[src/rtl/grover_search_multi.sv]
// Multi-target Grover search engine: fixed-point amplitude vector, runtime iteration
// count and a sequential max-magnitude scan over all basis states.
module grover_search_multi #(
    parameter int NUM_BIT     = 4,
    parameter int FP_BIT      = 24,
    parameter int NUM_TARGETS = 2,
    parameter int ITER_W      = 8
) (
    input  logic                            clk,
    input  logic                            rst,
    input  logic                            start,
    input  logic [NUM_TARGETS*NUM_BIT-1:0]  target_idx,
    input  logic [NUM_TARGETS-1:0]          target_vld,
    input  logic [ITER_W-1:0]               num_iter,
    output logic signed [FP_BIT-1:0]        amp_out [1<<NUM_BIT],
    output logic [NUM_BIT-1:0]              result_idx,
    output logic signed [FP_BIT-1:0]        result_amp,
    output logic                            busy,
    output logic                            done
);
    localparam int N      = 1 << NUM_BIT;
    localparam int FRAC   = FP_BIT - 2;
    localparam int SUM_W  = FP_BIT + NUM_BIT;
    localparam int DIFF_W = FP_BIT + 2;
    localparam logic signed [FP_BIT-1:0] INIT_AMP =
        {{(FP_BIT-1){1'b0}}, 1'b1} << (FRAC - NUM_BIT/2);

    typedef enum logic [2:0] {
        ST_IDLE  = 3'd0,
        ST_INIT  = 3'd1,
        ST_PHASE = 3'd2,
        ST_MEAN  = 3'd3,
        ST_SCAN  = 3'd4,
        ST_DONE  = 3'd5
    } state_t;

    state_t                           state_r, next_state_s;
    logic [NUM_TARGETS*NUM_BIT-1:0]   tgt_idx_r;
    logic [NUM_TARGETS-1:0]           tgt_vld_r;
    logic [ITER_W-1:0]                num_iter_r, iter_cnt_r;
    logic signed [FP_BIT-1:0]         amp_r [N];
    logic signed [FP_BIT-1:0]         refl_s [N];
    logic [N-1:0]                     mark_s;
    logic signed [SUM_W-1:0]          sum_s;
    logic signed [FP_BIT-1:0]         mean_s;
    logic signed [DIFF_W-1:0]         two_mean_s;
    logic [NUM_BIT-1:0]               scan_idx_r, best_idx_r, cand_idx_s;
    logic signed [FP_BIT-1:0]         best_amp_r, cand_amp_s, cur_amp_s;
    logic [FP_BIT-1:0]                best_mag_r, cand_mag_s, cur_mag_s;
    logic [NUM_BIT-1:0]               result_idx_r;
    logic signed [FP_BIT-1:0]         result_amp_r;
    logic                             busy_r, done_r;

    // Clamp a wide signed value into the signed FP_BIT range.
    function automatic logic signed [FP_BIT-1:0] sat(input logic signed [DIFF_W-1:0] v);
        if ((&v[DIFF_W-1:FP_BIT-1]) || !(|v[DIFF_W-1:FP_BIT-1])) begin
            return v[FP_BIT-1:0];
        end else if (v[DIFF_W-1]) begin
            return {1'b1, {(FP_BIT-1){1'b0}}};
        end else begin
            return {1'b0, {(FP_BIT-1){1'b1}}};
        end
    endfunction

    assign amp_out    = amp_r;
    assign result_idx = result_idx_r;
    assign result_amp = result_amp_r;
    assign busy       = busy_r;
    assign done       = done_r;

    // Mark mask: any valid slot holding index i marks it (duplicates collapse).
    always_comb begin
        mark_s = '0;
        for (int i = 0; i < N; i++) begin
            for (int k = 0; k < NUM_TARGETS; k++) begin
                mark_s[i] = mark_s[i] |
                    (tgt_vld_r[k] & (tgt_idx_r[k*NUM_BIT +: NUM_BIT] == NUM_BIT'(i)));
            end
        end
    end

    // Inversion about the mean with floor division and saturation.
    always_comb begin
        sum_s = '0;
        for (int i = 0; i < N; i++) begin
            sum_s = sum_s + SUM_W'(amp_r[i]);
        end
        mean_s     = FP_BIT'(sum_s >>> NUM_BIT);
        two_mean_s = DIFF_W'(mean_s) <<< 1;
        for (int i = 0; i < N; i++) begin
            refl_s[i] = sat(two_mean_s - DIFF_W'(amp_r[i]));
        end
    end

    // Running-best candidate for the current scan position; ties keep the lower index.
    always_comb begin
        cur_amp_s = amp_r[scan_idx_r];
        cur_mag_s = cur_amp_s[FP_BIT-1] ? FP_BIT'(-cur_amp_s) : FP_BIT'(cur_amp_s);
        if ((scan_idx_r == '0) || (cur_mag_s > best_mag_r)) begin
            cand_idx_s = scan_idx_r;
            cand_amp_s = cur_amp_s;
            cand_mag_s = cur_mag_s;
        end else begin
            cand_idx_s = best_idx_r;
            cand_amp_s = best_amp_r;
            cand_mag_s = best_mag_r;
        end
    end

    // Next-state decode.
    always_comb begin
        next_state_s = state_r;
        case (state_r)
            ST_IDLE:  next_state_s = start ? ST_INIT : ST_IDLE;
            ST_INIT:  next_state_s = (num_iter_r != '0) ? ST_PHASE : ST_SCAN;
            ST_PHASE: next_state_s = ST_MEAN;
            ST_MEAN:  next_state_s = ((iter_cnt_r + ITER_W'(1)) == num_iter_r) ? ST_SCAN : ST_PHASE;
            ST_SCAN:  next_state_s = (scan_idx_r == NUM_BIT'(N-1)) ? ST_DONE : ST_SCAN;
            ST_DONE:  next_state_s = start ? ST_INIT : ST_DONE;
            default:  next_state_s = ST_IDLE;
        endcase
    end

    // State register and registered status flags.
    always_ff @(posedge clk or posedge rst) begin
        if (rst) begin
            state_r <= ST_IDLE;
            busy_r  <= 1'b0;
            done_r  <= 1'b0;
        end else begin
            state_r <= next_state_s;
            busy_r  <= (next_state_s == ST_INIT) || (next_state_s == ST_PHASE) ||
                       (next_state_s == ST_MEAN) || (next_state_s == ST_SCAN);
            done_r  <= (next_state_s == ST_DONE);
        end
    end

    // Datapath: request capture, amplitude updates and the result scan.
    always_ff @(posedge clk or posedge rst) begin
        if (rst) begin
            tgt_idx_r    <= '0;
            tgt_vld_r    <= '0;
            num_iter_r   <= '0;
            iter_cnt_r   <= '0;
            scan_idx_r   <= '0;
            best_idx_r   <= '0;
            best_amp_r   <= '0;
            best_mag_r   <= '0;
            result_idx_r <= '0;
            result_amp_r <= '0;
            for (int i = 0; i < N; i++) amp_r[i] <= '0;
        end else begin
            case (state_r)
                ST_IDLE, ST_DONE: begin
                    if (start) begin
                        tgt_idx_r  <= target_idx;
                        tgt_vld_r  <= target_vld;
                        num_iter_r <= num_iter;
                        iter_cnt_r <= '0;
                    end
                end
                ST_INIT: begin
                    for (int i = 0; i < N; i++) amp_r[i] <= INIT_AMP;
                    iter_cnt_r <= '0;
                    scan_idx_r <= '0;
                end
                ST_PHASE: begin
                    for (int i = 0; i < N; i++) begin
                        amp_r[i] <= mark_s[i] ? sat(-DIFF_W'(amp_r[i])) : amp_r[i];
                    end
                end
                ST_MEAN: begin
                    for (int i = 0; i < N; i++) amp_r[i] <= refl_s[i];
                    iter_cnt_r <= iter_cnt_r + ITER_W'(1);
                    scan_idx_r <= '0;
                end
                ST_SCAN: begin
                    best_idx_r <= cand_idx_s;
                    best_amp_r <= cand_amp_s;
                    best_mag_r <= cand_mag_s;
                    scan_idx_r <= scan_idx_r + NUM_BIT'(1);
                    if (scan_idx_r == NUM_BIT'(N-1)) begin
                        result_idx_r <= cand_idx_s;
                        result_amp_r <= cand_amp_s;
                    end
                end
                default: ;
            endcase
        end
    end
endmodule

[config.mk]
export PLATFORM = sky130hd
export DESIGN_NAME = grover_search_multi
export DESIGN_NICKNAME = d
export VERILOG_FILES = /design/src/rtl/grover_search_multi.sv
export SDC_FILE = /design/constraint.sdc
export NUM_CORES = 2
export LEC_CHECK = 0
export CAP_MARGIN = 20
export CELL_PAD_IN_SITES_DETAIL_PLACEMENT = 1
export CELL_PAD_IN_SITES_GLOBAL_PLACEMENT = 1
export CORE_AREA = 2 2 532 323
export CTS_CLUSTER_DIAMETER = 30
export DETAILED_ROUTE_END_ITERATION = 16
export DIE_AREA = 0 0 534 325
export GPL_TIMING_DRIVEN = 1
export PLACE_DENSITY = 0.75
export SLEW_MARGIN = 20
export SYNTH_ARGS = -nofsm -noshare
export SYNTH_HDL_FRONTEND = slang
export SYNTH_SLANG_ARGS = --single-unit
[constraint.sdc]
create_clock -name clk -period 19.05 [get_ports clk]
set_input_delay 3.81 -clock clk [delete_from_list [all_inputs] [get_ports clk]]
set_output_delay 3.81 -clock clk [all_outputs]
set_load 0.01 [all_outputs]
==> run_results.csv <==
group,metric,value,unit
finish,nets,9214,
synth,seq_area_frac_synth,19.6,%
cts,cts.sinks,499,
cts,post_cts_buffers,0,
routing,wl_per_cell,35.5,um
routing,wl,383000,um
place,port_buffers,434,
worst_setup_path,r2r_end,"amp_out[120]",
worst_setup_path,worstPathMaxFanout,13,
global_routing,gr-usage-met1,57.8,%
die,start_util,37.9,%
synth,syn_area,63800,sq um
finish,multiInputGateArea,47400,sq um
worst_setup_path,crit_start,"amp_out[341]",
cts,cts_resized,0,
global_routing,antenna_found_initial,44,
cts,cts-root-buf,"clkbuf_16",
cts,ctsHoldBuffers,0,
cts,tritoncts,"yes",
cts,clk_pin_slew,60,ps
worst_setup_path,r2r_start,"amp_out[341]",
finish,area_delta_synth_final,21.0,%
finish,nFillCells,20000,
synth,async_reset_ff_share,100,%
cts,cts_max_path_buffers,4,
global_routing,busiest_layer,"met1",
worst_setup_path,crit_slowest_cell,"xnor2_2",
die,die_h,325,um
synth,syn_nets,8727,
routing,drt_iter0_markers,10300,
worst_hold_path,hp-class,"reg2reg",
synth,syn_inst,7889,
synth,ys_types,102,
global_routing,gr-total-overflow,0,
sta,timing.slew.headroom,16.1,%
synth,ys_warn_count,0,
sta,final_hold_viol_count,0,
die,dieArea,174000,sq um
routing,drc_errors,0,
sta,max_freq,0.0824,GHz
routing,dr.pass1.iters,6,
cts,h-tree-depth,4,
cts,cts_made_buffers,160,
routing,ant_nets,0,
routing,num_vias,71800,
synth,synth_seq_cells,499,
global_routing,track_usage,42.7,%
worst_setup_path,cpMostUsedCell,"fa_1",
finish,ff_latch_area,12500,sq um
sta,setup_violations,0,
routing,vias_per_cell,6.66,
die,core,168000,sq um
place,place_congestion,1.11,
synth,syn_avg_cell_area,8.08,sq um
sta,fin_worst_skew,62.7,ps
worst_setup_path,end_kind,"flip-flop",
sta,max_slew.worst_pin.slew,1260,ps
die,die_w,534,um
sta,grt_setup_unrepaired,"no",
global_routing,grt_start_max_net_pins,130,
worst_setup_path,reg2reg_depth,34,
run_status,status,"finished clean",
sta,post-route-period-util,63.7,%
run,cap_viol_max_count,0,
cts,insertion_delay,850,ps
sta,fin_crit,12130,ps
worst_setup_path,cp.required,19740,ps
sta,slew_viol_final,0,
worst_setup_path,cpPeakStageDelay,760,ps
global_routing,use_met2,53.3,%
worst_setup_path,critPathLaunchType,"flip-flop",
die,ios,435,
synth,synth_edf_count,0,
worst_setup_path,worstSetupPathType,"reg2reg",
worst_hold_path,hold_depth,2,
worst_setup_path,cp.arrival,12820,ps
place,detailed_place_hpwl,303000,um
global_routing,grt_pass1_wl,532000,um
finish,drive_gt1_share,8.60,%
die,std_cell_rows,117,
global_routing,grtUsageMet3,23.8,%
sta,setup-tns-final,0,ps
synth,ys.flop_type,"dfrtp_1",
worst_setup_path,cp-endpoint,"amp_out[120]",
global_routing,first_global_vias,69500,
worst_setup_path,r2r_slack,6920,ps
through the flow:
stage	cells	hold slack, ps	worst slack (ps)	utilization [%]	instance area [sq um]
detailed placement	10500	468	7490	42.5	71600
global placement	10500	460	7460	42.5	71600
finish	10800	475	6920	45.8	77200
floorplan	7889	447	1310	-	63800
global route	10700	505	6690	45.8	77100
CTS	10700	479	7430	45.7	77100
cells by family after synthesis:
kind of cell	after synthesis	share of synthesized area, %
AO/OA/AOI/OAI	2790	27.1
AND/OR/NAND/NOR	2009	14.9
buffers and inverters	1159	6.93
adder cells (fa/ha/maj)	817	20.3
flip-flops	499	19.6
XOR/XNOR	419	5.75
multiplexers	196	5.52
flip-flops by register name, indices dropped and copies added, names as in the netlist, 8 cells and up:
signal and count:
best_mag_r 24, result_amp 24, iter_cnt_r 8, best_amp_r 24
tgt_idx_r 8, amp_out 384, num_iter_r 8
worst max-delay path: cells and delay by family (launching register included):
kind,cells,cell delay (ps)
XOR/XNOR,2,920
flip-flops,1,560
buffers and inverters,6,1570
AND/OR/NAND/NOR,5,1360
AO/OA/AOI/OAI,13,3530
adder cells (fa/ha/maj),8,4040
worst min-delay path by stage:
| stage | start | endpoint | slack (ps) |
|---|---|---|---|
| after detailed placement | best_amp_r[0] | best_amp_r[0] | 470 |
| after CTS | best_amp_r[0] | best_amp_r[0] | 480 |
| after floorplan | best_amp_r[0] | best_amp_r[0] | 450 |
| final | result_amp[13] | result_amp[13] | 470 |
| after global placement | result_amp[11] | result_amp[11] | 460 |
| after global routing | result_amp[6] | result_amp[6] | 510 |
layout by cell type, fill, tap and decap left out, types with 27 or more instances in the layout:
cell type	n
clkbuf_16	163
nor4_1	42
xnor2_1	292
nand4_1	67
mux2i_1	30
nand3_1	165
mux2_2	42
nor2b_1	68
dfrtp_1	495
ha_1	458
a21o_1	216
fa_1	359
or2_2	29
inv_1	866
o21a_1	100
or3_1	72
o21ai_1	100
nand2_1	500
or4_1	28
nor3_1	152
clkbuf_1	27
o31ai_1	55
o32ai_1	40
o21bai_1	72
clkdlybuf4s50_1	434
o211ai_1	56
nor2_1	627
mux4_2	120
nand2b_1	94
o21ai_0	591
and3_1	50
a211oi_1	43
a31oi_1	125
o22ai_1	164
buf_4	175
xor2_1	111
a22oi_1	101
a21oi_1	831
clkbuf_8	28
cells in the mapped netlist (120+ instances only):
cell type	instances	area, sq um
inv_1	867	3250
a21oi_1	832	4160
nor2_1	639	2400
o21ai_0	599	3000
nand2_1	503	1890
dfrtp_1	499	12500
ha_1	458	5730
fa_1	359	7190
xnor2_1	302	2650
clkbuf_1	231	867
a21o_1	216	1620
nand3_1	167	836
o22ai_1	164	1030
nor3_1	153	766
a31oi_1	128	801
mux4_2	120	2700
per-layer routing:
layer / vias up / wire length (um)
li1: 29400 / -
met1: 36100 / 155000
met2: 5217 / 140000
met3: 957 / 67200
met4: 14 / 20900
met5: - / 278
final cells by class:
| class | instances | area share (%) |
|---|---|---|
| multi-input combinational | 6231 | 61.4 |
| tap | 2261 | 3.67 |
| clock inverter | 55 | 1.12 |
| sequential | 499 | 16.2 |
| timing repair buffer | 611 | 7.38 |
| antenna | 23 | 0.0746 |
| inverter | 873 | 4.26 |
| clock buffer | 218 | 5.92 |
Power is not shown: default switching activity piles up to over one toggle a cycle in this logic, so the estimate is an artifact.
